===== config.mk =====
export PLATFORM = sky130hd
export DESIGN_NAME = fetch_sequencer
export DESIGN_NICKNAME = d
export VERILOG_FILES = /design/src/rtl/picomips_pkg.sv /design/src/rtl/fetch_sequencer_pc_reg.sv /design/src/rtl/fetch_sequencer.sv
export SDC_FILE = /design/constraint.sdc
export NUM_CORES = 1
export LEC_CHECK = 0
export ABC_AREA = 1
export CAP_MARGIN = 25
export CORE_MARGIN = 2
export CORE_UTILIZATION = 48
export DETAILED_ROUTE_END_ITERATION = 8
export GPL_TIMING_DRIVEN = 0
export PLACE_DENSITY = 0.93
export REMOVE_ABC_BUFFERS = 1
export SYNTH_ARGS = -nofsm -noshare
export SYNTH_HDL_FRONTEND = slang
export SYNTH_SLANG_ARGS = --single-unit

===== constraint.sdc =====
create_clock -name clk -period 4.5 [get_ports clk]
set_clock_uncertainty 0.2 [all_clocks]
set_input_delay 0.9 -clock clk [delete_from_list [all_inputs] [get_ports clk]]
set_output_delay 0.9 -clock clk [all_outputs]
set_load 0.05 [all_outputs]

===== src/rtl/picomips_pkg.sv =====
// Shared picoMIPS types and helpers for the fetch path.
package picomips_pkg;

    localparam int unsigned PICO_ADDR_W  = 6;
    localparam int unsigned PICO_INSTR_W = 16;

    typedef logic [PICO_ADDR_W-1:0]  addr_t;
    typedef logic [PICO_INSTR_W-1:0] instr_t;

    typedef enum logic [1:0] {
        IDLE,
        FETCH,
        RUN,
        HALTED
    } fetch_state_t;

    // Sign extension of the offset to the address width is the identity, so a
    // plain modular add gives ir_pc + sext(offset) mod 2^ADDR_W.
    function automatic addr_t branch_target_calc(
        input addr_t ir_pc,
        input addr_t offset,
        input logic  abs,
        input addr_t target
    );
        if (abs) begin
            return target;
        end
        return ir_pc + offset;
    endfunction

endpackage


===== src/rtl/fetch_sequencer_pc_reg.sv =====
// Program counter with load / increment / hold.
// FETCH_PC_WRAP_EN: defined -> PC wraps from the last address to 0;
// undefined -> stepping past the last address marks the PC exhausted and the
// next increment request sets the sticky overflow flag instead.
module pc_reg
    import picomips_pkg::*;
#(
    parameter int unsigned ADDR_W   = PICO_ADDR_W,
    parameter int unsigned RESET_PC = 0
) (
    input  logic              clk,
    input  logic              reset,
    input  logic              load_en,
    input  logic [ADDR_W-1:0] load_val,
    input  logic              incr_en,
    output logic [ADDR_W-1:0] pc,
    output logic              pc_exhausted,
    output logic              pc_overflow
);

    localparam logic [ADDR_W-1:0] RESET_VAL = ADDR_W'(RESET_PC);

    logic [ADDR_W-1:0] pc_d, pc_q;

`ifdef FETCH_PC_WRAP_EN

    // Next PC: load wins over increment; increment wraps naturally.
    always_comb begin
        pc_d = pc_q;
        if (load_en) begin
            pc_d = load_val;
        end else if (incr_en) begin
            pc_d = pc_q + ADDR_W'(1);
        end
    end

    // PC register with synchronous active-low reset.
    always_ff @(posedge clk) begin
        if (!reset) begin
            pc_q <= RESET_VAL;
        end else begin
            pc_q <= pc_d;
        end
    end

    assign pc_exhausted = 1'b0;
    assign pc_overflow  = 1'b0;

`else

    localparam logic [ADDR_W-1:0] LAST_PC = '1;

    logic end_d, end_q;
    logic ovf_d, ovf_q;

    // Next PC: the PC parks on the last address with end_q set rather than
    // wrapping, so a later increment request can be turned into overflow.
    always_comb begin
        pc_d  = pc_q;
        end_d = end_q;
        ovf_d = ovf_q;
        if (load_en) begin
            pc_d  = load_val;
            end_d = 1'b0;
        end else if (incr_en) begin
            if (end_q) begin
                ovf_d = 1'b1;
            end else if (pc_q == LAST_PC) begin
                end_d = 1'b1;
            end else begin
                pc_d = pc_q + ADDR_W'(1);
            end
        end
    end

    // PC, end-of-memory and sticky overflow registers.
    always_ff @(posedge clk) begin
        if (!reset) begin
            pc_q  <= RESET_VAL;
            end_q <= 1'b0;
            ovf_q <= 1'b0;
        end else begin
            pc_q  <= pc_d;
            end_q <= end_d;
            ovf_q <= ovf_d;
        end
    end

    assign pc_exhausted = end_q;
    assign pc_overflow  = ovf_q;

`endif

    assign pc = pc_q;

endmodule


===== src/rtl/fetch_sequencer.sv =====
// picoMIPS program counter and instruction-fetch controller.
// End-of-memory behaviour selected by FETCH_PC_WRAP_EN (see pc_reg).
module fetch_sequencer
    import picomips_pkg::*;
#(
    parameter int unsigned ADDR_W   = PICO_ADDR_W,
    parameter int unsigned INSTR_W  = PICO_INSTR_W,
    parameter int unsigned RESET_PC = 0
) (
    input  logic               clk,
    input  logic               reset,
    input  logic               start,
    input  logic               stall,
    input  logic               branch_en,
    input  logic               branch_abs,
    input  logic [ADDR_W-1:0]  branch_offset,
    input  logic [ADDR_W-1:0]  branch_target,
    input  logic               halt,
    output logic [ADDR_W-1:0]  address,
    input  logic [INSTR_W-1:0] instruction,
    output logic [INSTR_W-1:0] ir,
    output logic [ADDR_W-1:0]  ir_pc,
    output logic               ir_valid,
    output logic               running,
    output logic               pc_overflow
);

    localparam logic [ADDR_W-1:0] RESET_VAL = ADDR_W'(RESET_PC);

    fetch_state_t       state_d, state_q;
    logic [INSTR_W-1:0] ir_d, ir_q;
    logic [ADDR_W-1:0]  ir_pc_d, ir_pc_q;
    logic               ir_valid_d, ir_valid_q;

    logic               pc_load;
    logic [ADDR_W-1:0]  pc_load_val;
    logic               pc_incr;
    logic [ADDR_W-1:0]  pc;
    logic               pc_exhausted;
    logic [ADDR_W-1:0]  target;

    assign target = branch_target_calc(ir_pc_q, branch_offset, branch_abs, branch_target);

    pc_reg #(
        .ADDR_W   (ADDR_W),
        .RESET_PC (RESET_PC)
    ) u_pc_reg (
        .clk          (clk),
        .reset        (reset),
        .load_en      (pc_load),
        .load_val     (pc_load_val),
        .incr_en      (pc_incr),
        .pc           (pc),
        .pc_exhausted (pc_exhausted),
        .pc_overflow  (pc_overflow)
    );

    // Next-state, IR and PC-control decode; RUN priority halt > branch > stall > advance.
    always_comb begin
        state_d     = state_q;
        ir_d        = ir_q;
        ir_pc_d     = ir_pc_q;
        ir_valid_d  = ir_valid_q;
        pc_load     = 1'b0;
        pc_load_val = RESET_VAL;
        pc_incr     = 1'b0;
        unique case (state_q)
            IDLE: begin
                ir_valid_d = 1'b0;
                if (start) begin
                    pc_load = 1'b1;
                    state_d = FETCH;
                end
            end
            FETCH: begin
                ir_d       = instruction;
                ir_pc_d    = pc;
                ir_valid_d = 1'b1;
                pc_incr    = 1'b1;
                state_d    = RUN;
            end
            RUN: begin
                if (halt) begin
                    ir_valid_d = 1'b0;
                    state_d    = HALTED;
                end else if (branch_en) begin
                    pc_load     = 1'b1;
                    pc_load_val = target;
                    ir_valid_d  = 1'b0;
                    state_d     = FETCH;
                end else if (stall) begin
                    state_d = RUN;
                end else if (pc_exhausted) begin
                    // Last word already executed: request the increment so
                    // pc_reg raises overflow, and stop.
                    pc_incr    = 1'b1;
                    ir_valid_d = 1'b0;
                    state_d    = HALTED;
                end else begin
                    ir_d       = instruction;
                    ir_pc_d    = pc;
                    ir_valid_d = 1'b1;
                    pc_incr    = 1'b1;
                end
            end
            HALTED: begin
                ir_valid_d = 1'b0;
                if (start) begin
                    pc_load = 1'b1;
                    state_d = FETCH;
                end
            end
            default: begin
                state_d    = IDLE;
                ir_valid_d = 1'b0;
            end
        endcase
    end

    // State and instruction register with synchronous active-low reset.
    always_ff @(posedge clk) begin
        if (!reset) begin
            state_q    <= IDLE;
            ir_q       <= '0;
            ir_pc_q    <= '0;
            ir_valid_q <= 1'b0;
        end else begin
            state_q    <= state_d;
            ir_q       <= ir_d;
            ir_pc_q    <= ir_pc_d;
            ir_valid_q <= ir_valid_d;
        end
    end

    assign address  = pc;
    assign ir       = ir_q;
    assign ir_pc    = ir_pc_q;
    assign ir_valid = ir_valid_q;
    assign running  = (state_q == FETCH) || (state_q == RUN);

endmodule


-- Yosys cells after proc, flatten, opt, wreduce, memory -nomap -nowiden
Cells that the tools add are included.
- add/subtract/negate cells: 2
- equality and inequality tests: 13
- mux-type cells: 41
- bitwise gates (word level): 2
- reduce and logical (&&, ||, !) cells: 10
- operator list (cell ; count):
    $mux 6 ; 13
    $mux 16 ; 4
    $pmux 16 s2 ; 1
    $mux 1 ; 13
    $ne 2x2->1 const B ; 6
    $pmux 6 s2 ; 1
    $mux 2 ; 5
    $add 6x1->6 const B ; 1
    $add 6x6->6 ; 1
    $eq 6x6->1 const B ; 1
    $pmux 2 s3 ; 1
    $reduce_and 3->1 ; 2
    $ne 5x4->1 const B ; 1
    $reduce_and 5->1 ; 1
    $eq 2x2->1 const B ; 2
    $ne 4x4->1 const B ; 1
    $pmux 1 s2 ; 2
    $reduce_bool 2->1 ; 2
    $reduce_or 2->1 ; 2
    $pmux 1 s3 ; 1
    $eq 2x1->1 const B ; 1
    $logic_not 2->1 ; 1
    $ne 2x1->1 const B ; 1
    $not 1->1 ; 2
    other kinds (2) ; 2
- flip-flop bits (word level): 33
- bits of input ports: 35
- output and inout bits: 31
- word-level logic and storage cells: 75

-- Longest topological paths before layout
- depth after elaboration: 6
- mapped depth: 12
- depth with buffers taken out: 12

-- Cells and area by module
From an unflattened synthesis, not the netlist that was laid out.
- cell total of the unflattened synthesis: 264
- area, all modules: 1833.0 sq um
- modules (own cells, without submodules) (module ; times used ; cells an instance ; area an instance (sq um) ; seq. area each (sq um)):
    fetch_sequencer ; 1 ; 195 ; 1363.8 ; 500.5
    pc_reg ; 1 ; 69 ; 469.2 ; 160.2

-- Worst setup path before layout
Ideal clock, no wire load.
- kind: input -> register
- start: input branch_offset[0]
- end: register u_pc_reg.pc_q[4] (netlist: u_pc_reg.pc[4])
- library setup time: 0.115 ns
- arrival time: 1.998 ns
- required time: 4.185 ns
- path slack: 2.187 ns
- cell stages on the path: 10
- buffers on the path: 0
- cells stage by stage: ha_1 -> inv_1 -> fa_1 -> inv_1 -> nand3_1 -> nand3_1 -> nand3_1 -> nand2_1 -> nand3_1 -> and2_1
- longest elaborated chain between the ends: 6
- RTL lines (what ; RTL line ; text):
    start, declared ; fetch_sequencer.sv:16 ; input logic [ADDR_W-1:0] branch_offset,
    $add 6x6->6 ; picomips_pkg.sv:28 ; return ir_pc + offset;
    $mux 6 ; picomips_pkg.sv:28 ;
    $mux 6 ; fetch_sequencer.sv:86 ; end else if (branch_en) begin
    $mux 6 ; fetch_sequencer.sv:83 ; if (halt) begin
    $mux 6 ; fetch_sequencer.sv:67 ; unique case (state_q)
    $mux 6 ; fetch_sequencer_pc_reg.sv:62 ; if (load_en) begin
    end signal, assigned ; fetch_sequencer_pc_reg.sv:83 ; pc_q <= pc_d;
    end, declared ; fetch_sequencer_pc_reg.sv:23 ; logic [ADDR_W-1:0] pc_d, pc_q;
No other way between the ends.
A chain may end at the register's enable or synchronous reset.

-- Worst setup path in the final report
- start: register state_q[0]
- end: output running
- longest elaborated chain between the ends: 2
- elaborated cells between the ends (all ways): 3
- classes of those cells: eq/ne (2); reduce/logical (1)
- RTL lines (what ; RTL line ; text):
    start, declared ; fetch_sequencer.sv:30 ; fetch_state_t state_d, state_q;
    start signal, assigned ; fetch_sequencer.sv:128 ; state_q <= state_d;
    $eq 2x1->1 or $eq 2x2->1 (tied branches) ; fetch_sequencer.sv:139 ; assign running = (state_q == FETCH) || (state_q == RUN);
    $logic_or 1x1->1 * ; fetch_sequencer.sv:139 ;
    end, declared ; fetch_sequencer.sv:24 ; output logic running,
Every way passes the cells marked *; elsewhere a longest branch is shown, timed or not.

==> impl_results.md <==
- Sequential share of the synthesized area: 36.7%
- Gr ovfl total: 0
- Post-CTS setup buffer count: 0
- Final hold vios: 0
- CP Launch Type: register
- Largest net degree at the start of global routing: 45
- Crit-path leading delay family: buffers and inverters
- Crit share post-route: 68.6%
- Ys Warns: 0
- Worst slew pin tran: 0.998 ns
- Clock tree buffer depth: 2
- Total chip power: 1.85 mW
- Fmax achieved: 324 MHz
- Sink Count: 33
- Core Area: 0.00363 mm²
- Initial drt markers: 112
- DR WL/cell: 11.7 µm
- Filler Cells Inserted: 294
- Worst VDD drop: 0.371 mV
- Cts bufs inserted: 5
- CP max stage cell: clkdlybuf4s50_1
- Worst path bufs/invs: 3
- H-tree depth: 2
- First-pass GRT wire length: 7180 µm
- Setup TNS: 0 ns
- CP Capture Type: output pin
- HPWL after DPL: 3180 µm
- Die width: 65.2 µm
- Rel. slew slack: 33.2%
- Final WL: 4330 µm
- Status: complete, no violations
- Yosys reg bits: 33
- Setup violators final: 0
- Vias: 1895
- Total GRT Usage: 21.6%
- Initial core utilization: 49.5%
- Slowest stage delay, CP: 0.82 ns
- RSZ-0062 raised after global routing: false
- Data arrival, critical path: 1.99 ns
- Clk slew on worst S/H paths: 0.07 ns
- Max reg flops: 16
- Synth unique cells: 30
- Fin nets: 366
- CTS tree: built
- Crit path kind: reg2out
- Post-Syn Area per Cell: 7.00 µm²
- Detail Route Antenna Nets: 0
- Most common library cell in the layout ignoring fill and taps: clkdlybuf4s50_1
- Number of diodes: 0
- Cts hold-fix bufs: 0
- Pre-antenna DRT Iters: 4
- Root Driver: clkbuf_8
- Die area: 0.00425 mm²
- Boundary pin count: 66
- Leak: 1.18 nW
- Crit path time final: 3.09 ns
- Max-slew violations: 0
- PwrDens: 711 mW/mm²
- Global placement routability congestion: 0.873
- Most used cell, CP: inv_1
- Layout cells sized above 1: 6.50%
- Number of vias per cell: 5.11
- Antenna violations before repair: 0
- Post-cts sizing count: 0
- Synth Cell Area: 0.00180 mm²
- Max-Cap Viols: 0
- Post-synthesis cell count: 257
- DR DRC count: 0
- Area delta synth->final: 44.5%
- Maximum fanout along the worst path: 4
- Port-buffer cells: 65
- Vias in the first global route: 1738
- Row Count: 22
- Die Y: 65.2 µm
- Worst hold path class: reg2reg
- CP Cell Sequence: inv_1, ha_1, inv_1, clkdlybuf4s50_1
- Most frequent cells in the layout: 65 x clkdlybuf4s50_1, 44 x inv_1, 40 x nand2_1, 33 x dfxtp_1, 32 x a21oi_1
- WP data required: 3.40 ns
- Worst-Skew Late Latency: 0.29 ns
[final cells by class]
cell class	count	area (µm²)	share of cell area, %
clock inverter	3	65.1	2.50
inverter	46	173	6.65
timing repair buffer	65	651	25.0
sequential	33	661	25.4
multi-input combinational	171	920	35.4
clock buffer	5	68.8	2.65
tap	48	60.1	2.31
[cell families after synthesis]
| kind of cell | Yosys count | share of synthesized area [%] |
|---|---|---|
| simple gates | 90 | 22.1 |
| compound gates | 71 | 21.9 |
| buf+inv | 53 | 12.1 |
| flops | 33 | 36.7 |
| fa+ha+maj | 9 | 6.68 |
| xor+xnor | 1 | 0.487 |
[synth_stat cells]
library cell,count,area share [%]
a21oi_1,32,8.9
a21oi_2,1,0.49
and2_1,1,0.35
buf_2,3,0.83
buf_6,2,1.3
clkbuf_1,2,0.42
clkinv_1,1,0.21
dfxtp_1,33,37
fa_1,1,1.1
ha_1,8,5.6
inv_1,44,9.2
inv_2,1,0.21
nand2_1,40,8.4
nand2_2,3,1.0
nand2_4,1,0.63
nand3_1,17,4.7
nand3_2,1,0.56
nand3b_1,1,0.42
nand4_1,1,0.35
nor2_1,22,4.6
nor2_2,1,0.35
o211ai_1,2,0.83
o21a_1,1,0.42
o21ai_0,13,3.6
o21ai_1,18,5.0
o21ai_2,1,0.49
o21ai_4,2,1.8
o22ai_1,1,0.35
or2_2,2,0.70
xor2_1,1,0.49
[worst reg2reg max path: cells and delay by family (launching register included)]
| kind | cells | cell delay [ns] |
|---|---|---|
| buf+inv | 1 | 0.05 |
| fa+ha+maj | 1 | 0.28 |
| flops | 1 | 0.35 |
| compound gates | 3 | 1.17 |
[metrics by stage]
| step | worst slack, ns | hold WS (ns) | area [µm²] | util [%] | std cells |
|---|---|---|---|---|---|
| 2_1_floorplan | 2.19 | 0.251 | 1750 | - | 250 |
| 3_3_place_gp | 1.62 | 0.247 | 2460 | 67.8 | 363 |
| 3_5_place_dp | 1.57 | 0.255 | 2460 | 67.8 | 363 |
| 4_1_cts | 1.41 | 0.272 | 2600 | 71.5 | 371 |
| 5_1_grt | 1.33 | 0.312 | 2600 | 71.5 | 371 |
| 6_report | 1.41 | 0.266 | 2600 | 71.5 | 371 |
[report_power, final]
| part | total [mW] | internal (mW) | switching [mW] |
|---|---|---|---|
| Combinational | 1.04 | 0.350 | 0.692 |
| Sequential | 0.474 | 0.397 | 0.0765 |
| Clock | 0.332 | 0.220 | 0.112 |
| Total | 1.85 | 0.967 | 0.881 |
[per-layer routing]
metal | vias to the layer above | share of wire, % | global-route usage, %
met5 | - | 0 | 0
met4 | 0 | 1.4 | 7.29
met3 | 8 | 7.6 | 7.53
met2 | 73 | 49 | 38.1
met1 | 850 | 42 | 24.1
li1 | 964 | - | -
[path summary, 6_finish.rpt]
check,slack [ns],endpoint,startpoint,depth (start not counted)
hold reg to reg,0.27,u_pc_reg.pc_overflow$_SDFFE_PN0P_,u_pc_reg.pc_overflow$_SDFFE_PN0P_,1
hold / removal,0.27,u_pc_reg.pc_overflow$_SDFFE_PN0P_,u_pc_reg.pc_overflow$_SDFFE_PN0P_,1
setup reg to reg,2.37,ir_pc[4]$_SDFFE_PN0P_,state_q[0]$_SDFFE_PN0P_,5
setup / recovery,1.41,running,state_q[0]$_SDFFE_PN0P_,4
No activity file was read; power rests on OpenSTA's default activity.
